`src/rtl/ctrl_pkg.sv`:
```
// ctrl_pkg: shared encodings for the multi-cycle MIPS control unit.
// States, instruction classes, opcode/funct constants, ALUop codes.
package ctrl_pkg;

  typedef enum logic [2:0] {
    S_IF   = 3'b000,
    S_ID   = 3'b001,
    S_EXE  = 3'b010,
    S_MEM  = 3'b011,
    S_WB   = 3'b100,
    S_HALT = 3'b101
  } state_e;

  typedef enum logic [3:0] {
    C_RALU,
    C_JR,
    C_IMM,
    C_LW,
    C_SW,
    C_BEQ,
    C_BNE,
    C_J,
    C_JAL,
    C_HALT,
    C_UNDEF
  } cls_e;

  localparam logic [5:0] OP_RTYPE = 6'b000000;
  localparam logic [5:0] OP_ADDIU = 6'b001001;
  localparam logic [5:0] OP_ANDI  = 6'b001100;
  localparam logic [5:0] OP_ORI   = 6'b001101;
  localparam logic [5:0] OP_SLTI  = 6'b001010;
  localparam logic [5:0] OP_SLTIU = 6'b001011;
  localparam logic [5:0] OP_LW    = 6'b100011;
  localparam logic [5:0] OP_SW    = 6'b101011;
  localparam logic [5:0] OP_BEQ   = 6'b000100;
  localparam logic [5:0] OP_BNE   = 6'b000101;
  localparam logic [5:0] OP_J     = 6'b000010;
  localparam logic [5:0] OP_JAL   = 6'b000011;
  localparam logic [5:0] OP_HALT  = 6'b111111;

  localparam logic [5:0] FN_ADD  = 6'b100000;
  localparam logic [5:0] FN_SUB  = 6'b100010;
  localparam logic [5:0] FN_AND  = 6'b100100;
  localparam logic [5:0] FN_OR   = 6'b100101;
  localparam logic [5:0] FN_NOR  = 6'b100111;
  localparam logic [5:0] FN_SLT  = 6'b101010;
  localparam logic [5:0] FN_SLTU = 6'b101011;
  localparam logic [5:0] FN_SLL  = 6'b000000;
  localparam logic [5:0] FN_JR   = 6'b001000;

  localparam logic [2:0] ALU_ADD  = 3'b000;
  localparam logic [2:0] ALU_SUB  = 3'b001;
  localparam logic [2:0] ALU_SLL  = 3'b010;
  localparam logic [2:0] ALU_OR   = 3'b011;
  localparam logic [2:0] ALU_AND  = 3'b100;
  localparam logic [2:0] ALU_SLTU = 3'b101;
  localparam logic [2:0] ALU_SLT  = 3'b110;
  localparam logic [2:0] ALU_NOR  = 3'b111;

  localparam logic [1:0] RD_RA = 2'b00;
  localparam logic [1:0] RD_RT = 2'b01;
  localparam logic [1:0] RD_RD = 2'b10;

  localparam logic [1:0] PC_SEQ = 2'b00;
  localparam logic [1:0] PC_BR  = 2'b01;
  localparam logic [1:0] PC_RS  = 2'b10;
  localparam logic [1:0] PC_JMP = 2'b11;

endpackage

```
`src/rtl/multi_cycle_ctrl_if.sv`:
```
// multi_cycle_ctrl_if: instruction fields in, datapath controls out.
// master drives op/funct/zero; slave (the controller) drives the rest.
interface multi_cycle_ctrl_if;

  logic [5:0] op;
  logic [5:0] funct;
  logic       zero;
  logic [2:0] ALUop;
  logic       ALUSrcA;
  logic       ALUSrcB;
  logic       ExtSel;
  logic [1:0] RegDst;
  logic       RegWre;
  logic       IRWre;
  logic       PCWre;
  logic       mRD;
  logic       mWR;
  logic       DBDataSrc;
  logic [1:0] PCSrc;
  logic [2:0] State;

  modport master (
    output op, funct, zero,
    input  ALUop, ALUSrcA, ALUSrcB, ExtSel,
    input  RegDst, RegWre, IRWre, PCWre,
    input  mRD, mWR, DBDataSrc, PCSrc, State
  );

  modport slave (
    input  op, funct, zero,
    output ALUop, ALUSrcA, ALUSrcB, ExtSel,
    output RegDst, RegWre, IRWre, PCWre,
    output mRD, mWR, DBDataSrc, PCSrc, State
  );

endinterface

```
`src/rtl/ctrl_decode.sv`:
```
// ctrl_decode: op/funct -> instruction class and state-independent controls.
// Ports: op, funct in; cls, aluop, alusrca/b, extsel, regdst, dbdatasrc out.
// CTRL_JAL_JR_EN enables jal/jr; without it they decode as undefined.
module ctrl_decode
  import ctrl_pkg::*;
(
  input  logic [5:0] op,
  input  logic [5:0] funct,
  output cls_e       cls,
  output logic [2:0] aluop,
  output logic       alusrca,
  output logic       alusrcb,
  output logic       extsel,
  output logic [1:0] regdst,
  output logic       dbdatasrc
);

  always_comb begin
    cls       = C_UNDEF;
    aluop     = ALU_ADD;
    alusrca   = 1'b0;
    alusrcb   = 1'b0;
    extsel    = 1'b1;
    regdst    = RD_RT;
    dbdatasrc = 1'b0;
    unique case (1'b1)
      (op == OP_RTYPE): begin
        regdst = RD_RD;
        cls    = C_RALU;
        unique case (funct)
          FN_ADD:  aluop = ALU_ADD;
          FN_SUB:  aluop = ALU_SUB;
          FN_AND:  aluop = ALU_AND;
          FN_OR:   aluop = ALU_OR;
          FN_NOR:  aluop = ALU_NOR;
          FN_SLT:  aluop = ALU_SLT;
          FN_SLTU: aluop = ALU_SLTU;
          FN_SLL: begin
            aluop   = ALU_SLL;
            alusrca = 1'b1;
          end
`ifdef CTRL_JAL_JR_EN
          FN_JR:   cls = C_JR;
`endif
          default: cls = C_UNDEF;
        endcase
      end
      (op == OP_ADDIU): begin
        cls     = C_IMM;
        alusrcb = 1'b1;
      end
      (op == OP_ANDI): begin
        cls     = C_IMM;
        aluop   = ALU_AND;
        alusrcb = 1'b1;
        extsel  = 1'b0;
      end
      (op == OP_ORI): begin
        cls     = C_IMM;
        aluop   = ALU_OR;
        alusrcb = 1'b1;
        extsel  = 1'b0;
      end
      (op == OP_SLTI): begin
        cls     = C_IMM;
        aluop   = ALU_SLT;
        alusrcb = 1'b1;
      end
      (op == OP_SLTIU): begin
        cls     = C_IMM;
        aluop   = ALU_SLTU;
        alusrcb = 1'b1;
      end
      (op == OP_LW): begin
        cls       = C_LW;
        alusrcb   = 1'b1;
        dbdatasrc = 1'b1;
      end
      (op == OP_SW): begin
        cls     = C_SW;
        alusrcb = 1'b1;
      end
      (op == OP_BEQ): begin
        cls   = C_BEQ;
        aluop = ALU_SUB;
      end
      (op == OP_BNE): begin
        cls   = C_BNE;
        aluop = ALU_SUB;
      end
      (op == OP_J): cls = C_J;
`ifdef CTRL_JAL_JR_EN
      (op == OP_JAL): begin
        cls    = C_JAL;
        regdst = RD_RA;
      end
`endif
      (op == OP_HALT): cls = C_HALT;
      default: cls = C_UNDEF;
    endcase
  end

endmodule

```
`src/rtl/multi_cycle_ctrl.sv`:
```
// multi_cycle_ctrl: IF/ID/EXE/MEM/WB/HALT control FSM for a multi-cycle MIPS.
// Ports: CLK, Reset (sync, active high), bus (slave: op/funct/zero in, controls out).
// Option: CTRL_JAL_JR_EN enables jal/jr (see ctrl_decode).
module multi_cycle_ctrl
  import ctrl_pkg::*;
(
  input logic          CLK,
  input logic          Reset,
  multi_cycle_ctrl_if.slave bus
);

  state_e     state;
  cls_e       cls;
  logic [2:0] aluop;
  logic       alusrca;
  logic       alusrcb;
  logic       extsel;
  logic [1:0] regdst;
  logic       dbdatasrc;
  logic       jmp_cls;
  logic       br_cls;
  logic       taken;
  logic       irwre;
  logic       pcwre;
  logic       regwre;
  logic       mrd;
  logic       mwr;
  logic [1:0] pcsrc;

  ctrl_decode u_dec (
    .op        (bus.op),
    .funct     (bus.funct),
    .cls       (cls),
    .aluop     (aluop),
    .alusrca   (alusrca),
    .alusrcb   (alusrcb),
    .extsel    (extsel),
    .regdst    (regdst),
    .dbdatasrc (dbdatasrc)
  );

  // Undefined instructions retire in ID exactly like a jump to PC+4.
  assign jmp_cls = (cls == C_J) || (cls == C_JAL) ||
                   (cls == C_JR) || (cls == C_UNDEF);
  assign br_cls  = (cls == C_BEQ) || (cls == C_BNE);
  assign taken   = ((cls == C_BEQ) && bus.zero) ||
                   ((cls == C_BNE) && !bus.zero);

  always_ff @(posedge CLK) begin
    if (Reset) begin
      state <= S_IF;
    end else begin
      unique case (state)
        S_IF: state <= S_ID;
        S_ID: begin
          if (jmp_cls)
            state <= S_IF;
          else if (cls == C_HALT)
            state <= S_HALT;
          else
            state <= S_EXE;
        end
        S_EXE: begin
          if (br_cls)
            state <= S_IF;
          else if ((cls == C_LW) || (cls == C_SW))
            state <= S_MEM;
          else
            state <= S_WB;
        end
        S_MEM: begin
          if (cls == C_SW)
            state <= S_IF;
          else
            state <= S_WB;
        end
        S_WB:   state <= S_IF;
        S_HALT: state <= S_HALT;
        default: state <= S_IF;
      endcase
    end
  end

  // Only writers reach WB, so WB alone implies a register write.
  always_comb begin
    irwre  = 1'b0;
    pcwre  = 1'b0;
    regwre = 1'b0;
    mrd    = 1'b0;
    mwr    = 1'b0;
    pcsrc  = PC_SEQ;
    unique case (state)
      S_IF: irwre = 1'b1;
      S_ID: begin
        pcwre  = jmp_cls;
        regwre = (cls == C_JAL);
        if ((cls == C_J) || (cls == C_JAL))
          pcsrc = PC_JMP;
        else if (cls == C_JR)
          pcsrc = PC_RS;
      end
      S_EXE: begin
        pcwre = br_cls;
        if (taken)
          pcsrc = PC_BR;
      end
      S_MEM: begin
        mrd   = (cls == C_LW);
        mwr   = (cls == C_SW);
        pcwre = (cls == C_SW);
      end
      S_WB: begin
        pcwre  = 1'b1;
        regwre = 1'b1;
      end
      default: ;
    endcase
  end

  assign bus.ALUop     = aluop;
  assign bus.ALUSrcA   = alusrca;
  assign bus.ALUSrcB   = alusrcb;
  assign bus.ExtSel    = extsel;
  assign bus.RegDst    = regdst;
  assign bus.DBDataSrc = dbdatasrc;
  assign bus.IRWre     = irwre;
  assign bus.PCWre     = pcwre;
  assign bus.RegWre    = regwre;
  assign bus.mRD       = mrd;
  assign bus.mWR       = mwr;
  assign bus.PCSrc     = pcsrc;
  assign bus.State     = state;

endmodule

```
`src/flat_wrapper.sv`:
```
// flat-port wrapper written by rule: the top's interface ports become plain ports
module multi_cycle_ctrl_flat import ctrl_pkg::*;
  (CLK, Reset, bus_op, bus_funct, bus_zero, bus_ALUop, bus_ALUSrcA, bus_ALUSrcB, bus_ExtSel, bus_RegDst, bus_RegWre, bus_IRWre, bus_PCWre, bus_mRD, bus_mWR, bus_DBDataSrc, bus_PCSrc, bus_State);
  multi_cycle_ctrl_if bus_i ();
  input logic CLK;
  input logic Reset;
  input wire logic [$bits(bus_i.op)-1:0] bus_op;
  input wire logic [$bits(bus_i.funct)-1:0] bus_funct;
  input wire logic [$bits(bus_i.zero)-1:0] bus_zero;
  output wire logic [$bits(bus_i.ALUop)-1:0] bus_ALUop;
  output wire logic [$bits(bus_i.ALUSrcA)-1:0] bus_ALUSrcA;
  output wire logic [$bits(bus_i.ALUSrcB)-1:0] bus_ALUSrcB;
  output wire logic [$bits(bus_i.ExtSel)-1:0] bus_ExtSel;
  output wire logic [$bits(bus_i.RegDst)-1:0] bus_RegDst;
  output wire logic [$bits(bus_i.RegWre)-1:0] bus_RegWre;
  output wire logic [$bits(bus_i.IRWre)-1:0] bus_IRWre;
  output wire logic [$bits(bus_i.PCWre)-1:0] bus_PCWre;
  output wire logic [$bits(bus_i.mRD)-1:0] bus_mRD;
  output wire logic [$bits(bus_i.mWR)-1:0] bus_mWR;
  output wire logic [$bits(bus_i.DBDataSrc)-1:0] bus_DBDataSrc;
  output wire logic [$bits(bus_i.PCSrc)-1:0] bus_PCSrc;
  output wire logic [$bits(bus_i.State)-1:0] bus_State;
  assign bus_i.op = bus_op;
  assign bus_i.funct = bus_funct;
  assign bus_i.zero = bus_zero;
  assign bus_ALUop = bus_i.ALUop;
  assign bus_ALUSrcA = bus_i.ALUSrcA;
  assign bus_ALUSrcB = bus_i.ALUSrcB;
  assign bus_ExtSel = bus_i.ExtSel;
  assign bus_RegDst = bus_i.RegDst;
  assign bus_RegWre = bus_i.RegWre;
  assign bus_IRWre = bus_i.IRWre;
  assign bus_PCWre = bus_i.PCWre;
  assign bus_mRD = bus_i.mRD;
  assign bus_mWR = bus_i.mWR;
  assign bus_DBDataSrc = bus_i.DBDataSrc;
  assign bus_PCSrc = bus_i.PCSrc;
  assign bus_State = bus_i.State;
  multi_cycle_ctrl u_core (.CLK(CLK), .Reset(Reset), .bus(bus_i));
endmodule
```
`config.mk`:
```
export PLATFORM = sky130hd
export DESIGN_NAME = multi_cycle_ctrl_flat
export DESIGN_NICKNAME = d
export VERILOG_FILES = /design/src/rtl/ctrl_pkg.sv /design/src/rtl/multi_cycle_ctrl_if.sv /design/src/rtl/ctrl_decode.sv /design/src/rtl/multi_cycle_ctrl.sv /design/src/flat_wrapper.sv
export SDC_FILE = /design/constraint.sdc
export NUM_CORES = 1
export LEC_CHECK = 0
export CELL_PAD_IN_SITES_DETAIL_PLACEMENT = 2
export CELL_PAD_IN_SITES_GLOBAL_PLACEMENT = 2
export CORE_AREA = 2 2 65 67
export CTS_BUF_LIST = sky130_fd_sc_hd__clkbuf_2 sky130_fd_sc_hd__clkbuf_4 sky130_fd_sc_hd__clkbuf_8
export DETAILED_ROUTE_END_ITERATION = 10
export DIE_AREA = 0 0 67 69
export PLACE_DENSITY = 0.87
export SYNTH_ARGS = -nofsm -noshare
export SYNTH_HDL_FRONTEND = slang
export SYNTH_HIERARCHICAL = 1
export SYNTH_SLANG_ARGS = --single-unit
```
`constraint.sdc`:
```
create_clock -name CLK -period 3.9 [get_ports CLK]
set_input_delay 0.585 -clock CLK [delete_from_list [all_inputs] [get_ports CLK]]
set_output_delay 0.585 -clock CLK [all_outputs]
set_load 0.005 [all_outputs]
```
==> flow_metrics.tcl, run 1 <==
set metrics [dict create \
    holdWs_ns 0.6911 \
    report.final.hold_viol_count 0 \
    grt_max_degree 14 \
    synth_nets 172 \
    finalMaxSlewViolations 0 \
    synth-seq-area-share 0.06015 \
    slowest_stage "clkdlybuf4s50_1" \
    track_usage 0.1977 \
    cp_max_fo 6 \
    path_delay_family "buffers and inverters" \
    crit_chain "clkdlybuf4s50_1 -> nor2_2 -> nand3_1 -> a21oi_2 -> o32ai_1 -> o21bai_2 -> buf_4 -> o21ai_2 -> o21ai_1 -> o31a_2 -> a21oi_1 -> clkdlybuf4s50_1" \
    placed_area_sq_um 1490 \
    clock-skew-final_ns 0.0008771 \
    path_common_cell "clkdlybuf4s50_1" \
    worst_pin_slew_ns 0.4525 \
    fillers 467 \
    vias 1369 \
    ys.flop_type "dfxtp_1" \
    yosysUniqueCellTypes 50 \
    firstDrtPassIters 3 \
    critPathBufInv 3 \
    ys_seq_elements 3 \
    die_x_microns 67 \
    slew_headroom 0.6979 \
    routed_via_density 5.225 \
    yosys_warnings 6 \
    antenna_found_initial 0 \
    antenna-diode-count 0 \
    place_ws_ns -0.1168 \
    async_flop_share 0 \
    drc 0 \
    worst_setup_path_end_kind "output pin" \
    synthCells 157 \
    cts.path.max_buffers 2 \
    place_inst 253 \
    area_delta_synth_final_pct 62.03 \
    place_hpwl_mm 3.514 \
    synth_top_cell_area_share 0.07895 \
    nets 228 \
    max_cap_viol_count 0 \
    clock_sinks 3 \
    worstPathArrival_ns 3.18 \
    period_share 0.9643 \
    core_sq_um 3914 \
    numPortBuffers 33 \
    rows 23 \
    largest_reg_flops 3 \
    clockRootBuffer "clkbuf_8" \
    power_density_nw_per_um2 184.5 \
    synth_edf_count 0 \
    cts_buffers 3 \
    stdcell_count 262 \
    drtIter0Drc 48 \
    grt-ovfl-total 0 \
    netlist_area_sq_um 998.5 \
    htree_levels 1 \
    setup_viol 0 \
    grt_pass1_vias 1482 \
    timing.final.ws_setup_ns 0.1392 \
    routedWlPerCell_microns 17.46 \
    drive_gt1_frac 0.2594 \
    gp_congestion 0.8415 \
    cp.required_ns 3.31 \
    clkTransAtPathRegs_ns 0.03 \
    grt_pass1_wl_mm 7.334 \
    synth_area_leaders "nor2_1, a21oi_1, dfxtp_1, buf_6, o21ai_0" \
    min_path_type "reg2reg" \
    post-route-min-period_ns 3.761 \
    yosys.area.top_type "nor2_1" \
    hold_buffers 0 \
    crit_type "in2out" \
    outcome "complete, no violations" \
    p_leak_nw 0.6183 \
    die_area_sq_um 4623 \
    start_kind "primary input" \
    synth.avg_cell_area_sq_um 6.360 \
    design_area_sq_um 1618 \
    clk_latency_ns 0.21 \
    clock.fmax_mhz 265.9 \
    drtAntennaViolNets 0 \
    finalPower_mw 0.2986 \
    irDropWorstVdd_mv 0.09282 \
    cts_tree "built" \
    wl_mm 4.574 \
    start_util 0.2551 \
    critPathMaxStageDelay_ns 0.51 \
    ios 34 \
    die_height_microns 69 \
]
cells in the mapped netlist (all sizes together) (2+ instances only):
| cell | n |
|---|---|
| xor2 | 2 |
| or2 | 3 |
| o21bai | 2 |
| dfxtp | 3 |
| o32ai | 3 |
| or2b | 2 |
| xnor2 | 3 |
| nor2b | 5 |
| nand3b | 2 |
| nand2b | 5 |
| nor2 | 22 |
| a32o | 3 |
| buf | 13 |
| a21oi | 15 |
| a221oi | 2 |
| nand2 | 13 |
| o21ai | 12 |
| nor3b | 2 |
| or3 | 4 |
| inv | 5 |
| a22oi | 2 |
| nor3 | 7 |
| nand3 | 8 |
layer usage:
metal,part of all wire,GRT usage,wire (microns)
met5,0,0,0
met4,0,0.01361,0
met3,0.019,0.01794,89
met2,0.55,0.3685,2521
met1,0.43,0.2490,1963
stage by stage:
step	utilization	TNS, ns
after floorplan	-	0
after detailed placement	0.3808	-0.2002
after CTS	0.4079	0
final	0.4134	0
after global routing	0.4134	-0.03918
after global placement	0.3808	-0.007459
final cells by class:
| class | count | area (sq um) | area share |
|---|---|---|---|
| tap | 50 | 62.56 | 0.03867 |
| sequential | 3 | 60.06 | 0.03712 |
| timing repair buffer | 65 | 570.5 | 0.3527 |
| multi-input combinational | 135 | 857.1 | 0.5298 |
| inverter | 5 | 18.77 | 0.01160 |
| clock buffer | 4 | 48.80 | 0.03016 |
worst reg2reg max path, delay by kind of cell (launching register included):
| kind | cells | cell delay [ns] |
|---|---|---|
| simple gates | 2 | 0.77 |
| flops | 1 | 0.54 |
| compound gates | 2 | 0.40 |
power by group:
part           switching, mW  internal (mW)  total (mW)  leakage (nW)
Sequential           0.00891         0.0336      0.0425        0.0246
Combinational         0.0784         0.0802       0.159         0.568
Clock                 0.0208         0.0767      0.0975        0.0262
cell usage in the layout (no fill, tap or decap), types with 4 or more instances in the layout:
cell,synthesis,layout
a21oi_1,15,14
buf_4,1,31
clkdlybuf4s50_1,0,24
dlygate4sd2_1,0,5
inv_1,5,5
nand2_1,13,13
nand2b_1,5,5
nand3_1,7,7
nor2_1,21,19
nor2b_1,5,5
nor3_1,6,6
o21ai_0,11,9
or3_1,4,4
logic make-up after synthesis:
group | synth area share
xor gates and xnor gates | 0.04387
AOI/OAI and AO/OA | 0.3396
buffers and inverters | 0.1228
DFF | 0.06015
and+or+nand+nor | 0.4336
worst paths after layout:
check / endpoint / cells after the start / slack [ns] / start
hold / removal: u_core/bus.State[2]$_SDFF_PP0_ / 2 / 0.69 / u_core/bus.State[1]$_SDFF_PP0_
hold reg to reg: u_core/bus.State[2]$_SDFF_PP0_ / 2 / 0.69 / u_core/bus.State[1]$_SDFF_PP0_
setup reg to reg: u_core/bus.State[1]$_SDFF_PP0_ / 4 / 2.10 / u_core/bus.State[1]$_SDFF_PP0_
setup / recovery: bus_PCWre / 12 / 0.14 / bus_funct[0]
what timing repair did:
| action | 4_1_cts | 5_1_grt |
|---|---|---|
| resized for setup | 13 | 9 |
| buffers inserted | 3 | 1 |
| endpoints found under the setup margin | 2 | 3 |
| pin swaps | 0 | 1 |
| gates cloned | 1 | 0 |
Note: power is estimated with default switching activity, not from simulation.
==> inputs of run 2 (changes only) <==
Settings changed: CTS_CLUSTER_DIAMETER set to 100.
==> results of run 2 <==
No change in the layout: final DEF, timing and power equal those of run 1.
==> inputs of run 3 (changes only) <==
--- a/config.mk
+++ b/config.mk
@@ -14,2 +14,3 @@
 export DIE_AREA = 0 0 67 69
+export HOLD_SLACK_MARGIN = 0.03
 export PLACE_DENSITY = 0.87
==> constraint.sdc (replaced) <==
create_clock -name CLK -period 3.9 [get_ports CLK]
set_input_delay 0.78 -clock CLK [delete_from_list [all_inputs] [get_ports CLK]]
set_output_delay 0.78 -clock CLK [all_outputs]
set_load 0.005 [all_outputs]
==> run 3 against run 2 <==
- non-clock buffer count up 21
- design area up 16%
- final cell count up 8.0%
- die area unchanged
- critical path depth unchanged
- combinational power up 22%
- hold slack better by 0.079 ns
- largest power group unchanged
==> flow_metrics.tcl, run 3 (synthesized netlist as in run 1, its figures left out) <==
set metrics [dict create \
    outcome "complete, no violations" \
    numPortBuffers 33 \
    die_height_microns 69 \
    die_x_microns 67 \
    hp-start "u_core/bus.State[2]$_SDFF_PP0_" \
    grt_pass1_wl_mm 9.542 \
    r2r_slack_ns 1.86 \
    cts_tree "built" \
    setup_viol 0 \
    start_util 0.2551 \
    crit_type "in2out" \
    fillers 452 \
    timing.rr.start "u_core/bus.State[1]$_SDFF_PP0_" \
    slew_headroom 0.6955 \
    drc 0 \
    htree_levels 1 \
    core_sq_um 3914 \
    routedWlPerCell_microns 22.88 \
    crit_chain "dlygate4sd2_1 -> or2_2 -> a21oi_1 -> o21a_1 -> o32ai_4 -> o21bai_4 -> buf_6 -> o21ai_2 -> o21ai_1 -> o31a_2 -> a21oi_2 -> clkbuf_2" \
    vias 1582 \
    final_common_cell "buf_4" \
    cts.path.max_buffers 2 \
    drive_gt1_frac 0.4120 \
    cts_buffers 3 \
    drtAntennaViolNets 0 \
    min_path_type "reg2reg" \
    routed_via_density 5.590 \
    clockRootBuffer "clkbuf_8" \
    period_share 0.9891 \
    rows 23 \
    worst_setup_path_end_kind "output pin" \
    clkTransAtPathRegs_ns 0.05 \
    irDropWorstVdd_mv 0.08138 \
    wl_mm 6.475 \
    grt-ovfl-total 0 \
    gp_congestion 0.8361 \
    report.final.hold_viol_count 0 \
    track_usage 0.2791 \
    critPathMaxStageDelay_ns 0.36 \
    firstDrtPassIters 4 \
    cp.required_ns 3.12 \
    clk_latency_ns 0.24 \
    start_kind "primary input" \
    place_inst 270 \
    hold_buffers 0 \
    clock-skew-final_ns 0.01564 \
    grt_max_degree 14 \
    worstPathArrival_ns 3.08 \
    max_cap_viol_count 0 \
    finalMaxSlewViolations 0 \
    clock_sinks 3 \
    worstRegToRegCells 4 \
    area_delta_synth_final_pct 87.59 \
    critPathBufInv 3 \
    path_delay_family "compound AO/OA/AOI/OAI gates" \
    hold_path_end "u_core/bus.State[1]$_SDFF_PP0_" \
    cp_max_fo 6 \
    largest_reg_flops 3 \
    stdcell_count 283 \
    slowest_stage "o31a_2" \
    reg2reg_to "u_core/bus.State[1]$_SDFF_PP0_" \
    hold_depth 1 \
    clock.fmax_mhz 259.2 \
    antenna-diode-count 0 \
    ios 34 \
    final.setup.tns_ns 0 \
    placed_area_sq_um 1618 \
    die_area_sq_um 4623 \
    place_hpwl_mm 4.179 \
    worst_pin_slew_ns 0.4562 \
    antenna_found_initial 0 \
    drtIter0Drc 74 \
    layout_common_cells "buf_4, clkdlybuf4s50_1, nor2_1" \
    grt_pass1_vias 1785 \
    nets 249 \
    post-route-min-period_ns 3.857 \
    p_leak_nw 0.7897 \
    power_density_nw_per_um2 187.1 \
    final_util 0.4786 \
    design_area_sq_um 1873 \
]
-- run 3: cell types whose count changed in the layout (fill, tap and decap cells not counted), moves of 3 or more --
cell / before / now
buf_6: 0 / 3
a21oi_1: 14 / 11
a21oi_2: 1 / 4
clkbuf_2: 1 / 4
clkdlybuf4s50_1: 24 / 17
buf_4: 31 / 50
-- run 3: worst max path at each step --
stage | start | end | slack [ns] | depth (start not counted)
floorplan | bus_op[3] | bus_PCWre | 0.67 | 11
detailed placement | bus_op[3] | bus_PCWre | -0.61 | 11
global placement | bus_op[3] | bus_PCWre | -0.41 | 12
global route | bus_funct[3] | bus_PCWre | -0.02 | 12
finish | bus_op[1] | bus_PCWre | 0.04 | 12
CTS | bus_op[3] | bus_PCWre | -0.13 | 12
-- run 3: timing repair --
item	CTS	global route
resized for setup	35	31
gates cloned	0	0
pin swaps	6	12
endpoints found under the setup margin	6	6
buffers inserted	8	1
-- run 3: power by group --
group	switching (mW)	internal, mW
clock	0.0353	0.0780
sequential	0.00937	0.0335
combinational	0.0997	0.0946
total	0.144	0.206
-- run 3: per-layer routing --
metal	vias to the layer above	global-route usage	wire length, microns
met5	-	0	0
met4	0	0.1701	355
met3	26	0.03589	205
met2	50	0.4972	3456
met1	785	0.3000	2457
li1	721	-	-
-- run 3: final cells by class --
type | instances | area [sq um] | share of cell area
Timing Repair Buffer | 86 | 715.7 | 0.3821
Tap cell | 50 | 62.56 | 0.03340
Multi-Input combinational cell | 135 | 967.2 | 0.5164
Clock buffer | 4 | 48.80 | 0.02605
Sequential cell | 3 | 60.06 | 0.03206
Inverter | 5 | 18.77 | 0.01002
-- run 3: through the flow --
stage	hold slack, ns	setup slack, ns	power (mW)
after CTS	0.7220	-0.1268	0.3328
after global placement	0.6528	-0.4061	0.1922
final	0.7702	0.04254	0.3505
after global routing	0.8050	-0.01965	0.3661
after floorplan	0.5656	0.6669	0.1187
after detailed placement	0.7049	-0.6086	0.2072
-- run 3: worst register-to-register path, stage by stage, from the launching register on --
cell and delay, ns:
dfxtp_1 0.59, or3b_4 0.47, or3_1 0.33, o311a_1 0.14
a221oi_2 0.38
